--- src/rtl/bs_tap_controller.sv ---
// IEEE 1149.1 TAP controller: 16-state TAP FSM, instruction register,
// BYPASS and IDCODE data registers, and boundary-scan chain strobes.
// Single clock domain; ClockBR/UpdateBR are one-cycle enables, not clocks.
module bs_tap_controller #(
    parameter int                  IRLength    = 4,
    parameter logic [IRLength-1:0] ExtestCode  = 4'b0000,
    parameter logic [IRLength-1:0] SampleCode  = 4'b0001,
    parameter logic [IRLength-1:0] IdcodeCode  = 4'b0010,
    parameter logic [IRLength-1:0] BypassCode  = 4'b1111,
    parameter logic [31:0]         IdcodeValue = 32'h1000_0001
) (
    input  logic                Clock,
    input  logic                Reset,
    input  logic                TMS,
    input  logic                TDI,
    output logic                TDO,
    output logic                TDOEnable,
    output logic                BSR_SIN,
    input  logic                BSR_SOUT,
    output logic                ShiftBR,
    output logic                ClockBR,
    output logic                UpdateBR,
    output logic                ModeControl,
    output logic                BSRRstBar,
    output logic [3:0]          TapState,
    output logic [IRLength-1:0] ActiveInstr
);

    typedef enum logic [3:0] {
        TLR     = 4'hF, RTI     = 4'hC,
        SEL_DR  = 4'h7, CAP_DR  = 4'h6, SH_DR   = 4'h2, EX1_DR  = 4'h1,
        PAUS_DR = 4'h3, EX2_DR  = 4'h0, UPD_DR  = 4'h5,
        SEL_IR  = 4'h4, CAP_IR  = 4'hE, SH_IR   = 4'hA, EX1_IR  = 4'h9,
        PAUS_IR = 4'hB, EX2_IR  = 4'h8, UPD_IR  = 4'hD
    } tap_state_e;

    tap_state_e          state_q, state_d;
    logic [IRLength-1:0] ir_q, ir_d;
    logic [IRLength-1:0] act_q, act_d;
    logic                mode_q, mode_d;
    logic                byp_q, byp_d;
    logic [31:0]         id_q, id_d;

    logic sel_bsr_s;
    logic sel_id_s;
    logic tdo_s, tdo_en_s, shift_br_s, clock_br_s, update_br_s;

    // BypassCode and any undefined opcode fall through to the BYPASS register.
    assign sel_bsr_s = (act_q == ExtestCode) || (act_q == SampleCode);
    assign sel_id_s  = (act_q == IdcodeCode) && (act_q != BypassCode);

    // TAP state transition table driven by TMS.
    always_comb begin
        state_d = TLR;
        case (state_q)
            TLR:     state_d = TMS ? TLR    : RTI;
            RTI:     state_d = TMS ? SEL_DR : RTI;
            SEL_DR:  state_d = TMS ? SEL_IR : CAP_DR;
            CAP_DR:  state_d = TMS ? EX1_DR : SH_DR;
            SH_DR:   state_d = TMS ? EX1_DR : SH_DR;
            EX1_DR:  state_d = TMS ? UPD_DR : PAUS_DR;
            PAUS_DR: state_d = TMS ? EX2_DR : PAUS_DR;
            EX2_DR:  state_d = TMS ? UPD_DR : SH_DR;
            UPD_DR:  state_d = TMS ? SEL_DR : RTI;
            SEL_IR:  state_d = TMS ? TLR    : CAP_IR;
            CAP_IR:  state_d = TMS ? EX1_IR : SH_IR;
            SH_IR:   state_d = TMS ? EX1_IR : SH_IR;
            EX1_IR:  state_d = TMS ? UPD_IR : PAUS_IR;
            PAUS_IR: state_d = TMS ? EX2_IR : PAUS_IR;
            EX2_IR:  state_d = TMS ? UPD_IR : SH_IR;
            UPD_IR:  state_d = TMS ? SEL_DR : RTI;
            default: state_d = TLR;
        endcase
    end

    // Register datapath: actions happen on the edge that leaves each state.
    always_comb begin
        ir_d   = ir_q;
        act_d  = act_q;
        mode_d = mode_q;
        byp_d  = byp_q;
        id_d   = id_q;
        case (state_q)
            CAP_IR: ir_d = {{(IRLength-2){1'b0}}, 2'b01};
            SH_IR:  ir_d = {TDI, ir_q[IRLength-1:1]};
            UPD_IR: begin
                act_d  = ir_q;
                mode_d = (ir_q == ExtestCode);
            end
            CAP_DR: begin
                byp_d = 1'b0;
                id_d  = IdcodeValue;
            end
            SH_DR: begin
                if (sel_bsr_s) begin
                    byp_d = byp_q;
                end else if (sel_id_s) begin
                    id_d = {TDI, id_q[31:1]};
                end else begin
                    byp_d = TDI;
                end
            end
            default: ;
        endcase
        // Entering Test-Logic-Reset restores the power-on instruction.
        if (state_d == TLR) begin
            ir_d   = IdcodeCode;
            act_d  = IdcodeCode;
            mode_d = 1'b0;
            byp_d  = 1'b0;
        end else begin
            mode_d = mode_d;
        end
    end

    // State and register update with synchronous reset to TLR.
    always_ff @(posedge Clock) begin
        if (Reset) begin
            state_q <= TLR;
            ir_q    <= IdcodeCode;
            act_q   <= IdcodeCode;
            mode_q  <= 1'b0;
            byp_q   <= 1'b0;
            id_q    <= IdcodeValue;
        end else begin
            state_q <= state_d;
            ir_q    <= ir_d;
            act_q   <= act_d;
            mode_q  <= mode_d;
            byp_q   <= byp_d;
            id_q    <= id_d;
        end
    end

    // Serial output mux and BSR strobes decoded from the current state.
    always_comb begin
        tdo_s       = 1'b0;
        tdo_en_s    = 1'b0;
        shift_br_s  = 1'b0;
        clock_br_s  = 1'b0;
        update_br_s = 1'b0;
        case (state_q)
            SH_IR: begin
                tdo_en_s = 1'b1;
                tdo_s    = ir_q[0];
            end
            SH_DR: begin
                tdo_en_s   = 1'b1;
                tdo_s      = sel_bsr_s ? BSR_SOUT : (sel_id_s ? id_q[0] : byp_q);
                shift_br_s = sel_bsr_s;
                clock_br_s = sel_bsr_s;
            end
            CAP_DR:  clock_br_s  = sel_bsr_s;
            UPD_DR:  update_br_s = sel_bsr_s;
            default: ;
        endcase
    end

    assign TDO         = tdo_s;
    assign TDOEnable   = tdo_en_s;
    assign BSR_SIN     = TDI;
    assign ShiftBR     = shift_br_s;
    assign ClockBR     = clock_br_s;
    assign UpdateBR    = update_br_s;
    assign ModeControl = mode_q;
    assign BSRRstBar   = (state_q != TLR);
    assign TapState    = state_q;
    assign ActiveInstr = act_q;

endmodule

--- config.mk ---
export PLATFORM = sky130hd
export DESIGN_NAME = bs_tap_controller
export DESIGN_NICKNAME = d
export VERILOG_FILES = /design/src/rtl/bs_tap_controller.sv
export SDC_FILE = /design/constraint.sdc
export NUM_CORES = 1
export LEC_CHECK = 0
export ABC_AREA = 1
export CAP_MARGIN = 10
export CORE_MARGIN = 5
export CORE_UTILIZATION = 30
export DETAILED_ROUTE_END_ITERATION = 8
export PLACE_DENSITY = 0.48
export SLEW_MARGIN = 40
export SYNTH_ARGS = -nofsm -noshare
export SYNTH_HDL_FRONTEND = slang
export SYNTH_SLANG_ARGS = --single-unit
--- constraint.sdc ---
create_clock -name Clock -period 2.72 [get_ports Clock]
set_input_delay 0.544 -clock Clock [delete_from_list [all_inputs] [get_ports Clock]]
set_output_delay 0.544 -clock Clock [all_outputs]
set_load 0.005 [all_outputs]
## Word-level counts from Yosys, hierarchy flattened

Cells that the tools add are included.
W data, S select, Z words.

- Add/sub/neg operators: 0
- $mul: 0
- Div/mod/pow operators: 0
- Magnitude comparators: 0
- Equal/unequal tests: 23
- Shifts and indexed selects: 0
- Muxes and demuxes: 27
- Bitwise operators: 0
- Reduce and logical (&&, ||, !) cells: 14

Operator list:

| operator | number |
|---|---|
| $mux W32 | 2 |
| $pmux W32 S2 | 1 |
| $pmux W4 S12 | 1 |
| $eq A4 B4 Y1 const B | 9 |
| $eq A4 B3 Y1 const B | 4 |
| $eq A4 B2 Y1 const B | 3 |
| $logic_not A4 Y1 | 3 |
| $mux W2 | 6 |
| $mux W3 | 4 |
| $mux W1 | 9 |
| $eq A4 B1 Y1 const B | 2 |
| $ne A4 B4 Y1 const B | 2 |
| $pmux W4 S2 | 1 |
| $reduce_or A2 Y1 | 4 |
| $ne A2 B2 Y1 const B | 3 |
| $reduce_and A3 Y1 | 2 |
| $mux W4 | 1 |
| $pmux W1 S2 | 2 |
| $reduce_bool A2 Y1 | 2 |
| $reduce_or A3 Y1 | 1 |
| $logic_and A1 B1 Y1 | 1 |
| $logic_or A1 B1 Y1 | 1 |

- Register bits after elaboration: 46
- Bits in latches: 0
- Bits in writable memories: 0
- Bits in read-only memories: 0
- Output and inout bits: 16
- Logic and storage cells: 70
- Memories: 0

## Depth between registers and ports, before layout

Gate-level depths: netlist (run 1).

- Word-level depth: 5
- Gate-level depth with buffers: 10
- Gate-level depth less buffers: 10

## Worst setup path before layout (run 1)

No wires, ideal clock.

- Kind: reg2out
- From: register state_q[1] (netlist: TapState[1])
- To: output TDO
- Arrival time: 1.194 ns
- Setup slack: 0.982 ns
- Cell stages (with the launch flop): 6
- Buffers on the path: 1
- Cells stage by stage: dfxtp_1 -> nand2_1 -> nor2_2 -> buf_2 -> o21ai_0 -> o22ai_1

- Word-level cells in the longest chain between the ends: 2
- Elaborated cells between the ends (all ways): 3
- Classes of those cells: 2 x eq/ne; 1 x mux

Ends and longest elaborated chain:

| what | line | RTL |
|---|---|---|
| start, declared | 37 | `tap_state_e state_q, state_d;` |
| start signal, assigned | 126 | `state_q <= state_d;` |
| $eq A4 B2 Y1 / $eq A4 B4 Y1 (equally long branches) | 142 | `case (state_q)` |
| $pmux W1 S2 (*) | 142 |  |
| end, declared | 16 | `output logic TDO,` |

Mark *: on every way between the ends. The rest lies on a longest branch, timed or not.

## Worst setup path in the final report (run 1)

Ends and elaborated chain as after synthesis.

==> results.sh, run 1 <==
export IMPL_run_status="complete, no violations"
export IMPL_routabilityCongestion=0.7974
export IMPL_setup_tns_ps=0
export IMPL_worstReg2RegEnd="id_q[31]$_SDFFE_PP0P_"
export IMPL_grt_max_degree=33
export IMPL_synthArstFlopShare=0
export IMPL_grt_pass1_wl_um=7721
export IMPL_synth_fp_nets=284
export IMPL_drtIter0Drc=76
export IMPL_postCtsSetupRepairBufs=0
export IMPL_busiest_layer="met2"
export IMPL_leakage_nw=0.9172
export IMPL_met2_usage=0.1735
export IMPL_wl_per_cell_um=11.72
export IMPL_fp_coreArea_um2=6422
export IMPL_ir_worst_vdd_uv=352.2
export IMPL_top_level_ports=21
export IMPL_cts_clk_slew_worst_paths_ps=90
export IMPL_critPathMaxFanout=7
export IMPL_cts_resized=0
export IMPL_fp_dieArea_um2=8407
export IMPL_period_share=0.8998
export IMPL_port_buffers=20
export IMPL_syn_area_um2=2002
export IMPL_placementRows=29
export IMPL_r2r_slack_ps=810
export IMPL_p_per_area_nw_per_um2=811.6
export IMPL_drc=0
export IMPL_use_met1=0.1421
export IMPL_slew_headroom=0.6415
export IMPL_cpPeakStageDelay_ps=530
export IMPL_area_delta_synth_final_pct=16.63
export IMPL_vias=1773
export IMPL_dr_pass1_iters=4
export IMPL_die_w_um=91.69
export IMPL_fin_area_um2=2335
export IMPL_via_per_inst=4.728
export IMPL_min_path_cells=2
export IMPL_start_kind="register"
export IMPL_antenna_cells=0
export IMPL_synth_avg_cell_area_um2=7.175
export IMPL_finalPower_mw=1.895
export IMPL_hold_path_class="register to register"
export IMPL_reg2reg_from="TapState[1]$_SDFF_PP1_"
export IMPL_crit_slowest_cell="clkdlybuf4s50_1"
export IMPL_cp_data_arrival_time_ps=1900
export IMPL_synth_flop_cell="dfxtp_1"
export IMPL_synthCells=279
export IMPL_worstPathRequired_ps=2180
export IMPL_worst_slack_ps=272.6
export IMPL_h_tree_depth=2
export IMPL_synth_top_area_cell="dfxtp_1"
export IMPL_hold_violations=0
export IMPL_drive_gt1_frac=0.06711
export IMPL_final_nets=302
export IMPL_fmax_mhz=408.6
export IMPL_seq_area_frac_synth=0.4600
export IMPL_cts_hold_buffers=0
export IMPL_synth_cell_types=20
export IMPL_yosys_top_cells_count="nand2_1 (72), dfxtp_1 (46), nand3_1 (39), a21oi_1 (32), inv_1 (28)"
export IMPL_fin_util=0.3635
export IMPL_tritoncts="done"
export IMPL_ys_ff_latch=46
export IMPL_tightestPinTransition_ps=536.9
export IMPL_reg2regPathDepth=7
export IMPL_holdPathEnd="id_q[1]$_SDFFE_PP0P_"
export IMPL_synth_top_area_share=0.4600
export IMPL_finalCriticalPeriod_ps=2447
export IMPL_rsz0062_at_grt="false"
export IMPL_ant_nets=0
export IMPL_numCtsBuffers=5
export IMPL_die_h_um=91.69
export IMPL_cp_end_kind="primary output"
export IMPL_preCtsSetupSlack_ps=463.6
export IMPL_gr_total_overflow=0
export IMPL_synth_warnings=0
export IMPL_antenna_found_initial=0
export IMPL_grt_use_met3=0.02864
export IMPL_setup_violations_final=0
export IMPL_critical_path_class="register to primary output"
export IMPL_fin_skew_ps=8.396
export IMPL_clkSinkCount=46
export IMPL_postRouteWirelength_um=4395
export IMPL_synth_enable_flop_cells=0
export IMPL_grt_pass1_vias=1655
export IMPL_dpl_instance_area_um2=2222
export IMPL_initial_core_util=0.3117
export IMPL_hold_start="id_q[1]$_SDFFE_PP0P_"
export IMPL_clk_latency_ps=300
export IMPL_grt_use_total=0.1099
export IMPL_synth_area_leaders="dfxtp_1 (46%), nand2_1 (14%), nand3_1 (9.8%), a21oi_1 (8.0%), inv_1 (5.3%)"
export IMPL_post_synth_top_count_cell="nand2_1"
export IMPL_cts_root_buffer="clkbuf_8"
export IMPL_maxCapViolCount=0
export IMPL_path_cells="inv_1, nor2_2, nand2_1, o22ai_1, clkdlybuf4s50_1"
export IMPL_drv_slew=0
export IMPL_dp_hpwl_um=2900
export IMPL_clk_path_buf_depth=2
[area by class of cell]
type	instances	area (um^2)
flip-flops and latches	46	920.9
clock inverters	3	43.79
fillers	669	4088
multi-input cells	190	862.1
inverters	30	112.6
clock buffers	5	68.82
well taps	77	96.34
repair buffers	24	230.2
[worst max-delay path by stage]
stage | startpoint | end | slack [ps]
floorplan | TapState[1]$_SDFF_PP1_ | TDO | 980
global placement | BSR_SOUT | TDO | 450
detailed placement | BSR_SOUT | TDO | 460
CTS | TapState[1]$_SDFF_PP1_ | TDO | 270
global route | TapState[1]$_SDFF_PP1_ | TDO | 120
finish | TapState[1]$_SDFF_PP1_ | TDO | 270
[per-layer routing]
metal | share of wire | wire (um) | up-vias
met5 | 0 | 0 | -
met4 | 0.019 | 84 | 0
met3 | 0.038 | 169 | 9
met2 | 0.45 | 1985 | 30
met1 | 0.49 | 2156 | 797
li1 | - | - | 937
[layout by cell type (no fill, tap or decap), drive strengths merged]
| cell | netlist | routed |
|---|---|---|
| clkdlybuf4s50 | 0 | 20 |
| nor2 | 27 | 27 |
| nand3 | 39 | 39 |
| nand4 | 1 | 1 |
| clkbuf | 5 | 5 |
| buf | 8 | 4 |
| inv | 30 | 31 |
| nand2 | 73 | 73 |
| a21oi | 33 | 33 |
| o22ai | 4 | 4 |
| clkinv | 0 | 1 |
| o21ai | 12 | 12 |
| dfxtp | 46 | 46 |
| bufinv | 0 | 1 |
| nor4 | 1 | 1 |
[critical path: cells and delay by family, from the launching register on]
| family | cells | cell delay [ps] |
|---|---|---|
| AOI/OAI and AO/OA | 1 | 180 |
| buffers and inverters | 2 | 650 |
| DFF | 1 | 450 |
| and+or+nand+nor | 2 | 330 |
[flip-flops by register name, indices dropped and copies added, names as in the netlist]
register	cells
ModeControl	1
id_q	32
TapState	4
ActiveInstr	4
ir_q	4
byp_q	1
[cell families (layout without fill, tap and decap cells)]
group / after synthesis / count (layout) / share of synthesized area
simple gates: 141 / 141 / 0.3000
compound gates: 49 / 49 / 0.1306
flops: 46 / 46 / 0.4600
buf+inv: 43 / 62 / 0.1094
[through the flow]
step	hold WS [ps]	cells
final	468.9	375
after global routing	485.6	375
after CTS	469.8	375
after detailed placement	447.8	367
after global placement	445.4	367
after floorplan	429.2	279
[where the power goes]
| part | switching [mW] | internal, mW | leakage [nW] |
|---|---|---|---|
| combinational | 0.360 | 0.219 | 0.486 |
| clock | 0.244 | 0.276 | 0.0585 |
| sequential | 0.0642 | 0.732 | 0.373 |
Power figures use the tool's default switching activity.
==> inputs of run 2 (changes only) <==
--- a/config.mk
+++ b/config.mk
@@ -9,6 +9,7 @@
 export CAP_MARGIN = 10
 export CORE_MARGIN = 5
 export CORE_UTILIZATION = 30
+export CTS_BUF_LIST = sky130_fd_sc_hd__clkbuf_2
 export DETAILED_ROUTE_END_ITERATION = 8
 export PLACE_DENSITY = 0.48
 export SLEW_MARGIN = 40
==> run 2 against run 1 <==
Clock power down 24%. Largest cell class unchanged. Utilization shrank 0.64 points. Largest power group unchanged. Register-to-register slack better by 60 ps.
==> results.sh, run 2 (synthesis results as in run 1) <==
export IMPL_slew_headroom=0.6354
export IMPL_worst_slack_ps=137.0
export IMPL_grt_use_total=0.1097
export IMPL_gr_total_overflow=0
export IMPL_ir_worst_vdd_uv=354.2
export IMPL_fp_coreArea_um2=6422
export IMPL_tightestPinTransition_ps=546.1
export IMPL_cts_clk_slew_worst_paths_ps=260
export IMPL_wl_per_cell_um=11.67
export IMPL_fill_cells=670
export IMPL_hold_path_class="register to register"
export IMPL_clk_path_buf_depth=2
export IMPL_final_cell_mix="nand2_1 (72), dfxtp_1 (44), nand3_1 (39), a21oi_1 (32), inv_1 (28)"
export IMPL_routabilityCongestion=0.7974
export IMPL_preCtsSetupSlack_ps=463.6
export IMPL_crit_slowest_cell="clkdlybuf4s50_1"
export IMPL_maxCapViolCount=0
export IMPL_critPathMaxFanout=4
export IMPL_placementRows=29
export IMPL_postRouteWirelength_um=4378
export IMPL_met3_length_um=174
export IMPL_ant_nets=0
export IMPL_reg2regPathDepth=7
export IMPL_dp_hpwl_um=2900
export IMPL_die_w_um=91.69
export IMPL_start_kind="register"
export IMPL_die_h_um=91.69
export IMPL_seq_area_um2=923.4
export IMPL_antenna_cells=0
export IMPL_p_per_area_nw_per_um2=773.1
export IMPL_cpPeakStageDelay_ps=460
export IMPL_drv_slew=0
export IMPL_top_level_ports=21
export IMPL_critical_path_class="register to primary output"
export IMPL_setup_tns_ps=0
export IMPL_drt_met1_wl_um=2141
export IMPL_via_per_inst=4.747
export IMPL_area_delta_synth_final_pct=14.56
export IMPL_multiInputGateArea_um2=862.1
export IMPL_dr_pass1_iters=4
export IMPL_setup_violations_final=0
export IMPL_finalCriticalPeriod_ps=2583
export IMPL_crit_start="ActiveInstr[2]$_SDFFE_PP0P_"
export IMPL_fin_skew_ps=24.25
export IMPL_dpl_instance_area_um2=2222
export IMPL_period_share=0.9496
export IMPL_numCtsBuffers=5
export IMPL_grt_pass1_vias=1627
export IMPL_clkSinkCount=46
export IMPL_wl_met2_um=1971
export IMPL_path_cells="nor2_1, nand2_1, nand2_1, nand2_1, a21oi_1, o22ai_1, clkdlybuf4s50_1"
export IMPL_fmax_mhz=387.1
export IMPL_port_buffers=20
export IMPL_vias=1780
export IMPL_grt_pass1_wl_um=7672
export IMPL_grt_max_degree=33
export IMPL_cts_root_buffer="clkbuf_2"
export IMPL_endpoint="TDO"
export IMPL_reg2reg_from="TapState[1]$_SDFF_PP1_"
export IMPL_run_status="complete, no violations"
export IMPL_antenna_found_initial=0
export IMPL_fp_dieArea_um2=8407
export IMPL_cp_end_kind="primary output"
export IMPL_tritoncts="done"
export IMPL_drtIter0Drc=73
export IMPL_highest_layer="met4"
export IMPL_final_common_cell="nand2_1"
export IMPL_r2r_slack_ps=870
export IMPL_initial_core_util=0.3117
export IMPL_clk_latency_ps=430
export IMPL_hold_start="id_q[31]$_SDFFE_PP0P_"
export IMPL_fin_area_um2=2293
export IMPL_drc=0
export IMPL_largest_register="id_q"
export IMPL_drive_gt1_frac=0.07383
export IMPL_cts_hold_buffers=0
export IMPL_largest_reg_flops=32
export IMPL_worstPathRequired_ps=2180
export IMPL_worstReg2RegEnd="id_q[31]$_SDFFE_PP0P_"
export IMPL_hold_violations=0
export IMPL_final_nets=302
export IMPL_rsz0062_at_grt="false"
export IMPL_crit_top_cell="nand2_1"
export IMPL_cp_data_arrival_time_ps=2040
export IMPL_leakage_nw=0.9014
export IMPL_h_tree_depth=2
## run 2: cell types whose count changed in the layout (fill, tap and decap cells not counted)
cell,change
clkbuf_2,+5
clkbuf_8,-5
dfxtp_1,-2
dfxtp_2,+2
## run 2: what timing repair did
action | 4_1_cts | 5_1_grt
resized for setup | 0 | 2
buffers inserted | 0 | 0
hold endpoints to repair | 0 | 0
setup endpoints to repair | 0 | 1
## run 2: worst min-delay path by stage
stage	endpoint	slack [ps]	cells after the start
after detailed placement	id_q[0]$_SDFFE_PP1P_	450	2
after floorplan	id_q[0]$_SDFFE_PP1P_	430	2
final	id_q[30]$_SDFFE_PP0P_	460	2
after global routing	id_q[27]$_SDFFE_PP0P_	500	2
after CTS	id_q[30]$_SDFFE_PP0P_	480	2
after global placement	id_q[28]$_SDFFE_PP1P_	450	2
## run 2: area by class of cell
type / count / share of cell area
Clock inverter: 3 / 0.01909
Sequential cell: 46 / 0.4026
Multi-Input combinational cell: 190 / 0.3759
Clock buffer: 5 / 0.01091
Inverter: 30 / 0.04910
Timing Repair Buffer: 24 / 0.1004
Tap cell: 77 / 0.04201
## run 2: critical path: cells and delay by family, from the launching register on
family          cells  cell delay, ps
simple gates        4             500
buf+inv             1             460
flops               1             380
compound gates      2             280
## run 2: power by group
group	switching, mW	internal, mW	total, mW	leakage (nW)
Combinational	0.359	0.219	0.578	0.486
Clock	0.236	0.158	0.394	0.0433
Sequential	0.0644	0.736	0.801	0.372
## run 2: per-stage QoR
stage | std cells | hold slack (ps) | total power, mW | util
after detailed placement | 367 | 447.8 | 1.392 | 0.3460
after global placement | 367 | 445.4 | 1.404 | 0.3460
after floorplan | 279 | 429.2 | 1.202 | -
final | 375 | 460.6 | 1.773 | 0.3571
after global routing | 375 | 499.2 | 1.910 | 0.3571
after CTS | 375 | 478.4 | 1.797 | 0.3567
## run 2: metal layers
metal / track usage / vias up
li1: - / 937
met1: 0.1456 / 803
met2: 0.1692 / 32
met3: 0.02700 / 8
met4: 0.04827 / 0
met5: 0 / -
==> inputs of run 3 (changes only) <==
--- a/config.mk
+++ b/config.mk
@@ -5,13 +5,12 @@
 export SDC_FILE = /design/constraint.sdc
 export NUM_CORES = 1
 export LEC_CHECK = 0
-export ABC_AREA = 1
 export CAP_MARGIN = 10
 export CORE_MARGIN = 5
 export CORE_UTILIZATION = 30
 export CTS_BUF_LIST = sky130_fd_sc_hd__clkbuf_2
 export DETAILED_ROUTE_END_ITERATION = 8
-export PLACE_DENSITY = 0.48
+export PLACE_DENSITY = 0.47
 export SLEW_MARGIN = 40
 export SYNTH_ARGS = -nofsm -noshare
 export SYNTH_HDL_FRONTEND = slang
==> run 3 against run 2 <==
Global-route usage grew 1.6 points. Die area increased by 10%. Combinational power fell by 73%. Sequential cell count is the same. Total power fell by 30%. Clock skew up 1.6 ps. Critical path depth down 4. Fmax shrank 0.17%. Worst hold slack better by 31 ps. Clock power fell by 3%. Critical path type unchanged. Critical endpoint is now ShiftBR. Highest routed layer unchanged.
==> results.sh, run 3 <==
export IMPL_run_status="complete, no violations"
export IMPL_finalPower_mw=1.247
export IMPL_p_switching_mw=0.3310
export IMPL_cts_hold_buffers=0
export IMPL_seq_area_um2=935.9
export IMPL_drtIter0Drc=73
export IMPL_gr_total_overflow=0
export IMPL_largest_reg_flops=32
export IMPL_syn_area_um2=2235
export IMPL_initial_core_util=0.3081
export IMPL_worstPathRequired_ps=2180
export IMPL_clk_path_buf_depth=2
export IMPL_top_level_ports=21
export IMPL_postRouteWirelength_um=5197
export IMPL_dr_pass1_iters=4
export IMPL_die_h_um=96.31
export IMPL_largest_register="id_q"
export IMPL_p_comb_frac=0.125
export IMPL_routabilityCongestion=0.7269
export IMPL_crit_slowest_cell="or4b_1"
export IMPL_synth_top_area_share=0.4121
export IMPL_grt_use_total=0.1256
export IMPL_r2r_slack_ps=680
export IMPL_sw_frac_of_total=0.2655
export IMPL_period_share=0.9513
export IMPL_reg2regPathDepth=5
export IMPL_fmax_mhz=386.5
export IMPL_grt_pass1_wl_um=9114
export IMPL_setup_tns_ps=0
export IMPL_dp_hpwl_um=3182
export IMPL_clkSinkCount=46
export IMPL_antenna_cells=0
export IMPL_fp_coreArea_um2=7253
export IMPL_setup_violations_final=0
export IMPL_tritoncts="done"
export IMPL_synth_cell_types=42
export IMPL_drive_gt1_frac=0.1349
export IMPL_area_delta_synth_final_pct=16.69
export IMPL_die_w_um=96.31
export IMPL_cts_root_buffer="clkbuf_2"
export IMPL_ir_worst_vdd_uv=251.3
export IMPL_h_tree_depth=2
export IMPL_fin_skew_ps=25.82
export IMPL_numCtsBuffers=5
export IMPL_rsz0062_at_grt="false"
export IMPL_seqPwrFrac=0.567
export IMPL_synth_avg_cell_area_um2=9.311
export IMPL_post_synth_top_count_cell="dfxtp_1"
export IMPL_cp_buffers_inverters=1
export IMPL_worstReg2RegEnd="id_q[28]$_SDFFE_PP1P_"
export IMPL_finalCriticalPeriod_ps=2587
export IMPL_p_per_area_nw_per_um2=478.1
export IMPL_hold_path_class="register to register"
export IMPL_final_common_cell="dfxtp_1"
export IMPL_synthArstFlopShare=0
export IMPL_clk_latency_ps=420
export IMPL_cpPeakStageDelay_ps=560
export IMPL_cts_clk_slew_worst_paths_ps=210
export IMPL_synth_enable_flop_cells=0
export IMPL_ant_nets=0
export IMPL_grt_pass1_vias=1819
export IMPL_holdPathEnd="id_q[27]$_SDFFE_PP0P_"
export IMPL_yosys_top_cells_count="dfxtp_1 (46), nand2b_1 (30), a2111o_1 (27), o21ai_1 (24), clkbuf_1 (16)"
export IMPL_placementRows=31
export IMPL_dpl_instance_area_um2=2495
export IMPL_cp_end_kind="primary output"
export IMPL_multiInputGateArea_um2=1184
export IMPL_vias=1788
export IMPL_synth_area_leaders="dfxtp_1 (41%), a2111o_1 (14%), nand2b_1 (8.4%), mux2i_1 (5.4%), o21ai_1 (5.4%)"
export IMPL_hold_violations=0
export IMPL_clkPwrFrac=0.308
export IMPL_preCtsSetupSlack_ps=352.4
export IMPL_ys_ff_latch=46
export IMPL_final_cell_mix="dfxtp_1 (40), nand2b_1 (30), a2111o_1 (27), o21ai_1 (24), clkdlybuf4s50_1 (19)"
export IMPL_antenna_found_initial=0
export IMPL_drc=0
export IMPL_grt_max_degree=45
export IMPL_drv_slew=0
export IMPL_min_path_cells=2
export IMPL_port_buffers=20
export IMPL_reg2reg_from="TapState[1]$_SDFF_PP1_"
export IMPL_slew_headroom=0.6594
export IMPL_hold_start="id_q[28]$_SDFFE_PP1P_"
export IMPL_critPathMaxFanout=7
export IMPL_via_per_inst=5.094
export IMPL_cp_data_arrival_time_ps=2040
export IMPL_synth_warnings=0
export IMPL_path_cells="or4b_1, nor2_2, clkdlybuf4s50_1"
export IMPL_synthCells=240
export IMPL_fp_dieArea_um2=9275
export IMPL_synth_top_area_cell="dfxtp_1"
export IMPL_seq_area_frac_synth=0.4121
export IMPL_start_kind="register"
export IMPL_synth_flop_cell="dfxtp_1"
export IMPL_crit_family="simple AND/OR/NAND/NOR gates"
export IMPL_synth_fp_nets=245
export IMPL_tightestPinTransition_ps=498.0
export IMPL_final_nets=256
export IMPL_fin_area_um2=2608
export IMPL_fill_cells=770
export IMPL_worst_slack_ps=132.6
export IMPL_intPower_mw=0.9156
export IMPL_critical_path_class="register to primary output"
export IMPL_maxCapViolCount=0
export IMPL_wl_per_cell_um=14.81
export IMPL_leakage_nw=0.8907
run 3: cell count changes after synthesis, moves of 27 or more:
cell / delta
a2111o_1: +27
a21oi_1: -30
nand2_1: -68
nand2b_1: +30
nand3_1: -35
run 3: worst max path at each step:
stage                                            from  endpoint  slack (ps)  depth (start not counted)
final                          TapState[3]$_SDFF_PP1_   ShiftBR         130                          3
after global routing           TapState[0]$_SDFF_PP1_   ShiftBR           4                          3
after CTS                 ActiveInstr[1]$_SDFFE_PP1P_       TDO          10                          4
after detailed placement                     BSR_SOUT       TDO         350                          4
after global placement                       BSR_SOUT       TDO         370                          4
after floorplan                TapState[1]$_SDFF_PP1_       TDO         720                          4
run 3: power by group through the flow:
stage | registers (mW) | logic [mW] | clock network, mW
floorplan | 0.708 | 0.107 | 0
global placement | 0.720 | 0.153 | 0
detailed placement | 0.720 | 0.151 | 0
CTS | 0.709 | 0.151 | 0.406
global route | 0.710 | 0.171 | 0.438
finish | 0.707 | 0.156 | 0.384
run 3: worst min-delay path, cell delays in order (launching register included):
cell     delay (ps)
dfxtp_1         360
nand3_1          60
mux2i_1          60
run 3: area by class of cell:
type                            instances  share of cell area
Clock buffer                            6             0.01152
Multi-Input combinational cell        163              0.4539
Tap cell                               99             0.04750
Sequential cell                        46              0.3589
Inverter                                5            0.007198
Clock inverter                          2             0.01440
Timing Repair Buffer                   30              0.1065
run 3: routing by layer:
| metal | vias to the layer above | global-route usage | part of all wire | wire length, um |
|---|---|---|---|---|
| li1 | 914 | - | - | - |
| met1 | 854 | 0.1681 | 0.51 | 2674 |
| met2 | 14 | 0.1955 | 0.45 | 2330 |
| met3 | 6 | 0.02971 | 0.021 | 109 |
| met4 | 0 | 0.04673 | 0.016 | 82 |
| met5 | - | 0 | 0 | 0 |
run 3: per-stage QoR:
stage          utilization  hold WS, ps  std cells
5_1_grt             0.3595        512.1        351
3_3_place_gp        0.3440        465.2        342
6_report            0.3595        491.9        351
4_1_cts             0.3548        497.4        350
3_5_place_dp        0.3440        467.2        342
2_1_floorplan            -        450.6        240
run 3: kinds of logic after synthesis:
| family | count (synthesis) | synth area share |
|---|---|---|
| compound gates | 72 | 0.2570 |
| buf+inv | 31 | 0.06718 |
| flops | 46 | 0.4121 |
| simple gates | 77 | 0.1999 |
| mux | 14 | 0.06383 |
run 3: timing repair:
action | CTS | global route
setup buffers | 0 | 1
setup endpoints to repair | 2 | 3
pin swaps | 0 | 0
hold endpoints to repair | 0 | 0
gates resized for setup | 6 | 8
